==> config.mk <==
export PLATFORM = sky130hd
export DESIGN_NAME = id_control_pipe
export DESIGN_NICKNAME = d
export VERILOG_FILES = /design/src/rtl/id_control_pipe.sv
export SDC_FILE = /design/constraint.sdc
export NUM_CORES = 1
export LEC_CHECK = 0
export CAP_MARGIN = 15
export CORE_ASPECT_RATIO = 0.7
export CORE_MARGIN = 2
export CORE_UTILIZATION = 43
export CTS_BUF_LIST = sky130_fd_sc_hd__clkbuf_2 sky130_fd_sc_hd__clkbuf_4 sky130_fd_sc_hd__clkbuf_8
export DETAILED_ROUTE_END_ITERATION = 8
export PLACE_DENSITY_LB_ADDON = 0.15
export SYNTH_ARGS = -nofsm -noshare
export SYNTH_HDL_FRONTEND = slang
export SYNTH_SLANG_ARGS = --single-unit
export TNS_END_PERCENT = 50
==> constraint.sdc <==
create_clock -name i_clk -period 2.2 [get_ports i_clk]
set_input_delay 0.22 -clock i_clk [delete_from_list [all_inputs] [get_ports i_clk]]
set_output_delay 0.22 -clock i_clk [all_outputs]
set_load 0.005 [all_outputs]
==> src/rtl/id_control_pipe.sv <==
// -----------------------------------------------------------------------------
// id_control_pipe
// Registered instruction-decode control stage of the pipelined MIPS core.
// Decodes opcode/funct into the control word and registers it as the ID/EX
// control bundle. It also produces the combinational pipeline stall for
// load-use hazards and for the multi-cycle multiply/divide unit (MDU), and it
// squashes the ID stage on a branch/jump flush.
//
// Optional feature macro: CTRL_COP0_EN
//   defined   : opcode 0x10 (COP0) decodes to regWrite only
//   undefined : opcode 0x10 decodes as an unknown command
// -----------------------------------------------------------------------------
module id_control_pipe #(
    parameter int ALUOP_W     = 6,
    parameter int REG_W       = 5,
    parameter int MDU_LATENCY = 4
) (
    input  logic               i_clk,
    input  logic               i_rst,
    input  logic               i_valid,
    input  logic [31:0]        i_instr,
    input  logic               i_flush,
    output logic               o_stall,
    output logic               o_valid,
    output logic               o_regDst,
    output logic               o_jump,
    output logic               o_beq,
    output logic               o_bne,
    output logic               o_memToReg,
    output logic               o_memWrite,
    output logic               o_memRead,
    output logic               o_aluSrc_op2,
    output logic               o_regWrite,
    output logic               o_extOp,
    output logic [ALUOP_W-1:0] o_aluOp,
    output logic               o_unknown_command,
    output logic               o_mdu_start,
    output logic               o_mdu_busy
);

    // Opcodes understood by the control table
    localparam logic [5:0] OP_RTYPE = 6'h00;
    localparam logic [5:0] OP_J     = 6'h02;
    localparam logic [5:0] OP_BEQ   = 6'h04;
    localparam logic [5:0] OP_BNE   = 6'h05;
    localparam logic [5:0] OP_ADDI  = 6'h08;
    localparam logic [5:0] OP_ADDIU = 6'h09;
    localparam logic [5:0] OP_ANDI  = 6'h0C;
    localparam logic [5:0] OP_ORI   = 6'h0D;
    localparam logic [5:0] OP_XORI  = 6'h0E;
    localparam logic [5:0] OP_LUI   = 6'h0F;
`ifdef CTRL_COP0_EN
    localparam logic [5:0] OP_COP0  = 6'h10;
`endif
    localparam logic [5:0] OP_LW    = 6'h23;
    localparam logic [5:0] OP_SW    = 6'h2B;

    // R-type funct codes relevant to the MDU
    localparam logic [5:0] FN_MFHI  = 6'h10;
    localparam logic [5:0] FN_MFLO  = 6'h12;

    localparam logic [3:0] MDU_CNT_LOAD = 4'(MDU_LATENCY);

    // Control flags carried through the ID/EX register
    typedef struct packed {
        logic reg_dst;
        logic jump;
        logic beq;
        logic bne;
        logic mem_to_reg;
        logic mem_write;
        logic mem_read;
        logic alu_src_op2;
        logic reg_write;
        logic ext_op;
        logic unknown;
    } ctrl_t;

    typedef enum logic [0:0] {
        MDU_IDLE = 1'b0,
        MDU_BUSY = 1'b1
    } mdu_state_t;

    // Instruction fields of the word currently in ID
    logic [5:0]         opcode_s;
    logic [5:0]         funct_s;
    logic [REG_W-1:0]   id_rs_s;
    logic [REG_W-1:0]   id_rt_s;
    logic [ALUOP_W+5:0] opcode_ext_s;
    logic [ALUOP_W-1:0] aluop_s;

    assign opcode_s     = i_instr[31:26];
    assign funct_s      = i_instr[5:0];
    assign id_rs_s      = REG_W'(i_instr[25:21]);
    assign id_rt_s      = REG_W'(i_instr[20:16]);
    // Zero-extend the opcode, then keep the low ALUOP_W bits (extends or truncates)
    assign opcode_ext_s = {{ALUOP_W{1'b0}}, opcode_s};
    assign aluop_s      = opcode_ext_s[ALUOP_W-1:0];

    // ID/EX registers
    ctrl_t              ctrl_q,  ctrl_d;
    logic               valid_q, valid_d;
    logic [ALUOP_W-1:0] aluop_q, aluop_d;
    logic [REG_W-1:0]   rt_q,    rt_d;

    // MDU state
    mdu_state_t         mdu_state_q, mdu_state_d;
    logic [3:0]         cnt_q,       cnt_d;
    logic               mdu_start_q, mdu_start_d;

    // Decode helpers
    ctrl_t              dec_s;
    logic               is_rtype_s;
    logic               rt_is_src_s;
    logic               is_mdu_op_s;
    logic               is_mdu_read_s;
    logic               load_use_s;
    logic               mdu_stall_s;
    logic               stall_s;
    logic               accept_s;
    logic               mdu_launch_s;

    // Opcode decode into the control word
    always_comb begin
        dec_s = '0;
        case (opcode_s)
            OP_RTYPE: begin
                dec_s.reg_dst   = 1'b1;
                dec_s.reg_write = 1'b1;
            end
            OP_ADDI, OP_ADDIU: begin
                dec_s.reg_write   = 1'b1;
                dec_s.alu_src_op2 = 1'b1;
                dec_s.ext_op      = 1'b1;
            end
            OP_LUI, OP_ORI, OP_XORI, OP_ANDI: begin
                dec_s.reg_write   = 1'b1;
                dec_s.alu_src_op2 = 1'b1;
            end
            OP_LW: begin
                dec_s.reg_write   = 1'b1;
                dec_s.alu_src_op2 = 1'b1;
                dec_s.mem_to_reg  = 1'b1;
                dec_s.ext_op      = 1'b1;
                dec_s.mem_read    = 1'b1;
            end
            OP_SW: begin
                dec_s.alu_src_op2 = 1'b1;
                dec_s.mem_write   = 1'b1;
                dec_s.ext_op      = 1'b1;
            end
            OP_J:   dec_s.jump = 1'b1;
            OP_BEQ: dec_s.beq  = 1'b1;
            OP_BNE: dec_s.bne  = 1'b1;
`ifdef CTRL_COP0_EN
            OP_COP0: dec_s.reg_write = 1'b1;
`endif
            default: dec_s.unknown = 1'b1;
        endcase
    end

    // Source-register usage and MDU-related instruction classes
    always_comb begin
        is_rtype_s    = (opcode_s == OP_RTYPE);
        rt_is_src_s   = is_rtype_s || (opcode_s == OP_SW) ||
                        (opcode_s == OP_BEQ) || (opcode_s == OP_BNE);
        // MULT/MULTU/DIV/DIVU occupy funct 0x18..0x1B
        is_mdu_op_s   = i_valid && is_rtype_s && (funct_s[5:2] == 4'b0110);
        is_mdu_read_s = i_valid && is_rtype_s &&
                        ((funct_s == FN_MFHI) || (funct_s == FN_MFLO));
    end

    // Hazard detection and stall generation (no dependence on o_stall itself)
    always_comb begin
        load_use_s = valid_q && ctrl_q.mem_read && (rt_q != '0) && i_valid &&
                     ((rt_q == id_rs_s) || (rt_is_src_s && (rt_q == id_rt_s)));
        mdu_stall_s = (mdu_state_q == MDU_BUSY) && (is_mdu_read_s || is_mdu_op_s);
        stall_s     = (load_use_s || mdu_stall_s) && !i_flush;
        accept_s    = !i_flush && !stall_s;
        mdu_launch_s = accept_s && is_mdu_op_s && (mdu_state_q == MDU_IDLE);
    end

    // ID/EX next value: flush bubble, stall bubble, or the decoded word
    always_comb begin
        ctrl_d  = '0;
        valid_d = 1'b0;
        aluop_d = '0;
        rt_d    = '0;
        if (i_flush) begin
            valid_d = 1'b0;
        end else if (stall_s) begin
            valid_d = 1'b0;
        end else if (i_valid) begin
            ctrl_d  = dec_s;
            valid_d = 1'b1;
            aluop_d = aluop_s;
            rt_d    = id_rt_s;
        end else begin
            valid_d = 1'b0;
        end
    end

    // ID/EX control register
    always_ff @(posedge i_clk or posedge i_rst) begin
        if (i_rst) begin
            ctrl_q  <= '0;
            valid_q <= 1'b0;
            aluop_q <= '0;
            rt_q    <= '0;
        end else begin
            ctrl_q  <= ctrl_d;
            valid_q <= valid_d;
            aluop_q <= aluop_d;
            rt_q    <= rt_d;
        end
    end

    // MDU occupancy FSM: next state, counter and start pulse (flush never aborts BUSY)
    always_comb begin
        mdu_state_d = mdu_state_q;
        cnt_d       = cnt_q;
        mdu_start_d = 1'b0;
        case (mdu_state_q)
            MDU_IDLE: begin
                if (mdu_launch_s) begin
                    mdu_state_d = MDU_BUSY;
                    cnt_d       = MDU_CNT_LOAD;
                    mdu_start_d = 1'b1;
                end else begin
                    mdu_state_d = MDU_IDLE;
                    cnt_d       = 4'd0;
                end
            end
            MDU_BUSY: begin
                if (cnt_q <= 4'd1) begin
                    mdu_state_d = MDU_IDLE;
                    cnt_d       = 4'd0;
                end else begin
                    mdu_state_d = MDU_BUSY;
                    cnt_d       = cnt_q - 4'd1;
                end
            end
            default: begin
                mdu_state_d = MDU_IDLE;
                cnt_d       = 4'd0;
            end
        endcase
    end

    // MDU state register
    always_ff @(posedge i_clk or posedge i_rst) begin
        if (i_rst) begin
            mdu_state_q <= MDU_IDLE;
            cnt_q       <= 4'd0;
            mdu_start_q <= 1'b0;
        end else begin
            mdu_state_q <= mdu_state_d;
            cnt_q       <= cnt_d;
            mdu_start_q <= mdu_start_d;
        end
    end

    assign o_stall           = stall_s;
    assign o_valid           = valid_q;
    assign o_regDst          = ctrl_q.reg_dst;
    assign o_jump            = ctrl_q.jump;
    assign o_beq             = ctrl_q.beq;
    assign o_bne             = ctrl_q.bne;
    assign o_memToReg        = ctrl_q.mem_to_reg;
    assign o_memWrite        = ctrl_q.mem_write;
    assign o_memRead         = ctrl_q.mem_read;
    assign o_aluSrc_op2      = ctrl_q.alu_src_op2;
    assign o_regWrite        = ctrl_q.reg_write;
    assign o_extOp           = ctrl_q.ext_op;
    assign o_aluOp           = aluop_q;
    assign o_unknown_command = ctrl_q.unknown;
    assign o_mdu_start       = mdu_start_q;
    assign o_mdu_busy        = (mdu_state_q == MDU_BUSY);

endmodule

== Word level (Yosys, flattened, before mapping) ==
Cells that the tools add are included.
Word-level totals
  bits in registers: 29
  logic and storage cells: 93
  output and inout port bits: 21
Operators by class
  add/sub/neg operators: 1
  reduce and logical (&&, ||, !) cells: 28
  bitwise gates (word level): 1
  multiplexer cells: 29
  order comparisons: 1
  equal/unequal tests: 16
Operator list (number)
  == test 6 x 4 -> 1 bit, second input constant: 6
  two-way mux 11 bit: 3
  two-way mux 6 bit: 3
  two-way mux 1 bit: 16
  OR reduction 8 bit: 2
  two-way mux 5 bit: 3
  logical AND 1 bit: 13
  == test 6 x 3 -> 1 bit, second input constant: 2
  == test 6 x 5 -> 1 bit, second input constant: 2
  == test 6 bit, second input constant: 2
  OR reduction 12 bit: 1
  == test 5 bit: 2
  case mux 4 bit (2 select lines): 1
  logical OR 1 bit: 7
  == test 6 x 2 -> 1 bit, second input constant: 1
  logical NOT 6 bit: 1
  nonzero test 5 bit: 1
  == test 4 x 3 -> 1 bit, second input constant: 1
  <= comparator 4 x 1 -> 1 bit, second input constant: 1
  two-way mux 4 bit: 1
  OR reduction 4 bit: 1
  subtractor 4 x 1 -> 4 bit, second input constant: 1
  two-way mux 3 bit: 1
  logical NOT 1 bit: 2
  2 further kinds: 2

== Longest topological paths before layout ==
  word-level depth: 15
  gate-level depth with buffers: 8
  depth with buffers taken out: 5

== Worst setup path after synthesis ==
OpenSTA, ideal clock, no wires.
  kind: input port to flip-flop
  from: in i_instr[27]
  to: reg aluop_q[0], in the netlist o_aluOp[0]
  buffers on the path: 2
  stages: 6
  required time: 2.083 ns
  slack: 0.387 ns
  data arrival time: 1.696 ns
  cell sequence: or4b_4 > or3_4 > and4b_1 > buf_6 > buf_6 > and2_4
Between the ends
  longest elaborated chain between the ends: 11
  elaborated cells on any way between the ends: 19
Ends and longest elaborated chain
  from (decl): RTL line 21  | input logic [31:0] i_instr,
  == test 6 bit or logical NOT 6 bit (tied branches): RTL line 165, 164
  logical OR 1 bit (2 in a row): RTL line 165  | rt_is_src_s = is_rtype_s || (opcode_s == OP_SW) ||
  logical OR 1 bit: RTL line 166  | (opcode_s == OP_BEQ) || (opcode_s == OP_BNE);
  logical AND 1 bit: RTL line 176  | ((rt_q == id_rs_s) || (rt_is_src_s && (rt_q == id_rt_s)));
  logical OR 1 bit: RTL line 176
  logical AND 1 bit: RTL line 175  | load_use_s = valid_q && ctrl_q.mem_read && (rt_q != '0) && i_valid &&
  logical OR 1 bit (*): RTL line 178  | stall_s = (load_use_s || mdu_stall_s) && !i_flush;
  logical AND 1 bit (*): RTL line 178
  two-way mux 6 bit (*): RTL line 191  | end else if (stall_s) begin
  two-way mux 6 bit (*): RTL line 189  | if (i_flush) begin
  net aluop_d[0]: RTL line 103  | logic [ALUOP_W-1:0] aluop_q, aluop_d;
  to (signal assigned): RTL line 213  | aluop_q <= aluop_d;
  to (decl): RTL line 103
The timed path passes the listed nets; every way through them passes the cells marked *.

== Worst setup path in the final report ==
  from: in i_instr[27]
  to: reg rt_q[4]
Between the ends
  longest elaborated chain between the ends: 11
  elaborated cells on any way between the ends: 19
Ends and longest elaborated chain
  == test 6 bit or logical NOT 6 bit (tied branches): RTL line 165, 164
  logical OR 1 bit (2 in a row): RTL line 165
  logical OR 1 bit: RTL line 166
  logical AND 1 bit: RTL line 176
  logical OR 1 bit: RTL line 176
  logical AND 1 bit: RTL line 175
  logical OR 1 bit (*): RTL line 178
  logical AND 1 bit (*): RTL line 178
  two-way mux 5 bit (*): RTL line 191
  two-way mux 5 bit (*): RTL line 189
  net rt_d[4]: RTL line 104  | logic [REG_W-1:0] rt_q, rt_d;
  to (signal assigned): RTL line 214  | rt_q <= rt_d;
  to (decl): RTL line 104
Marks and branches as above.

==> results.tsv <==
stage	metric	value	unit
clock_network	cts_tree	done	
timing	setup_viol	0	
logic_synthesis	ys.flop_type	dfrtp_1	
logic_synthesis	syn_avg_cell_area	11.2	um2
die	coreArea	2840	um2
placed_design	place_congestion	0.856	
logic_synthesis	synth_top_area_share	53.6	%
timing	hold_viol	0	
layout	multi_input_area	562	um2
grt	grt_pass1_vias	1089	
routing	dr.pass1.iters	4	
routing	via_per_inst	5.06	
timing	min_period	2.17	ns
flow_run	drv_cap	0	
logic_synthesis	ys.warnings.count	0	
logic_synthesis	async_reset_ff_share	100	%
layout	antennaDiodeCount	0	
routing	dr.first_iter.drc_count	16	
critical_path	cpPeakStageDelay	0.55	ns
logic_synthesis	yosysTopAreaCell	dfrtp_1	
layout	layout.nets	218	
clock_network	cts_sinks	28	
grt	grt_antenna_before_repair	0	
critical_path	worstPathRequired	2.37	ns
critical_path	crit_buf_inv	3	
placed_design	dpl_cell_area	1890	um2
clock_network	clk_latency	0.28	ns
clock_network	clk_pin_slew	0.09	ns
logic_synthesis	ys_seq_area_share	53.6	%
logic_synthesis	ys_top_cells_by_count	dfrtp_1 (28), nor2_1 (11), and2_4 (8), xor2_1 (8)	
critical_path	reg2reg_depth	6	
placed_design	placed_cells	210	
critical_path	r2r_end	rt_q[4]	
grt	grt_max_degree	29	
layout	largest_reg_flops	6	
grt	track_usage	18.3	%
timing	fin_skew	0.00372	ns
die	die_w	69.9	um
layout	fin_area	1980	um2
placed_design	io_buffers	45	
logic_synthesis	synthCells	117	
layout	final_cell_count_no_fill	215	
die	die_h	50.1	um
timing	max_freq	462	MHz
layout	final_util	69.6	%
critical_path	r2r_start	rt_q[3]	
power_and_ir_drop	peakVddDrop	0.403	mV
die	start_util	46.0	%
clock_network	cts_buffers	3	
critical_path	critical-path-top-delay-family	simple AND/OR/NAND/NOR gates	
critical_path	r2r_slack	0.22	ns
logic_synthesis	synth_enable_flop_cells	0	
logic_synthesis	synth_fp_nets	155	
power_and_ir_drop	p_leak	0.928	nW
logic_synthesis	synthTopCellsByArea	dfrtp_1 (54%), and2_4 (5.4%), xor2_1 (5.4%)	
routing	antenna_left	0	
critical_path	critPathLaunchType	input port	
timing	worst_pin_slew	0.543	ns
timing	report.final.slew_viol_count	0	
timing	rsz0062_at_grt	no	
critical_path	crit_path_cell_trace	clkdlybuf4s50_1 -> or4b_4 -> or3_4 -> buf_4 -> and4b_2 -> buf_4 -> and2_1	
logic_synthesis	synth.most_common_cell	dfrtp_1	
critical_path	slowest_stage	or4b_4	
routing	wl_per_cell	13.5	um
placed_design	dp_hpwl	2.20	mm
clock_network	root_buffer	clkbuf_8	
hold_path	hp-class	in2async	
layout	areaGrowthSynthToFinish	51.3	%
logic_synthesis	yosysUniqueCellTypes	36	
timing	slew_headroom	63.5	%
routing	vias	1088	
routing	drc_errors	0	
layout	fill_cells	217	
critical_path	path_class	in2reg	
critical_path	cp_common_cell	buf_4	
critical_path	critPathMaxFanout	6	
timing	finalSetupTns	0	ns
grt	grt.overflow.total	0	
power_and_ir_drop	cellPowerDensity	548	nW/um2
logic_synthesis	synth-seq-cells	28	
logic_synthesis	syn_area	1310	um2
die	num_rows	16	
die	dieArea	3500	um2
timing	finalCritPeriodShare	98.4	%
clock_network	cts_hold_buf	0	
layout	register_area	701	um2
critical_path	crit_arrival	2.34	ns
layout	drive_gt1_share	19.0	%
clock_network	cts_buffer_depth	2	
grt	grt_pass1_wl	4.92	mm
status	status	complete, no violations	
clock_network	h-tree-depth	1	
die	io_pins	57	
critical_path	end_kind	flip-flop	
routing	wirelength	2.91	mm
==> what timing repair did <==
action,4_1_cts,5_1_grt
endpoints found under the setup margin,1,7
hold endpoints to repair,0,0
resized for setup,6,1
buffers inserted,1,0
pin swaps,1,1
==> through the flow <==
stage | hold slack [ns] | setup slack, ns | total power, mW
after floorplan | 0.285 | 0.387 | 0.600
after global placement | 0.466 | -0.328 | 0.690
after detailed placement | 0.517 | -0.327 | 0.694
after CTS | 0.308 | 0.0475 | 1.10
after global routing | 0.352 | 0.00966 | 1.14
final | 0.296 | 0.0346 | 1.08
==> how the worst max path moves through the flow <==
| stage | startpoint | endpoint | slack (ns) | cells past startpoint |
|---|---|---|---|---|
| 6_report | i_instr[27] | rt_q[4] | 0.03 | 7 |
| 5_1_grt | i_instr[27] | o_bne | 0.01 | 7 |
| 4_1_cts | i_instr[27] | rt_q[4] | 0.05 | 7 |
| 3_5_place_dp | i_instr[27] | o_stall | -0.33 | 5 |
| 3_3_place_gp | i_instr[27] | o_stall | -0.33 | 5 |
| 2_1_floorplan | i_instr[27] | o_aluOp[0] | 0.39 | 6 |
==> worst reg2reg max path, cell delays in order (launching register included) <==
cell and delay [ns]:
dfrtp_1 0.42, xor2_1 0.17, nor4_1 0.32, o2111ai_1 0.27, and4b_2 0.36, buf_4 0.17, and2_1 0.16
==> cell usage in the layout, fill, tap and decap left out, drive strengths merged, types with 2 or more instances in the layout <==
cell / instances
buf: 18
xnor2: 4
and3: 2
dfrtp: 28
clkbuf: 3
nor2: 11
xor2: 8
inv: 7
nand2b: 2
nand3: 3
nor3: 7
and2: 13
nor4: 2
nand2: 2
nand4: 2
nor3b: 2
ha: 2
a21oi: 2
clkdlybuf4s50: 44
==> cell type report <==
type,count,share of cell area (%)
Sequential cell,28,35.4
Timing Repair Buffer,62,29.0
Multi-Input combinational cell,78,28.4
Tap cell,36,2.28
Clock buffer,3,2.09
Clock inverter,1,1.52
Inverter,7,1.33
==> cell families after synthesis <==
group	count (synthesis)	synth area share, %
adder cells (fa/ha/maj)	2	1.91
AO/OA/AOI/OAI	12	6.80
AND/OR/NAND/NOR	52	25.0
flip-flops	28	53.6
buffers and inverters	11	4.69
XOR/XNOR	12	8.04
==> per-layer routing <==
layer	up-vias	part of all wire [%]	GRT usage, %
li1	521	-	-
met4	0	1.4	5.13
met3	7	6.0	5.42
met1	522	46	23.0
met2	38	47	31.0
met5	-	0	0
==> power breakdown <==
part           internal (mW)  leakage, nW  switching, mW
Combinational         0.0931        0.509         0.0601
Clock                  0.244       0.0357          0.155
Sequential             0.525        0.383        0.00639
(Power assumes the default switching activity.)
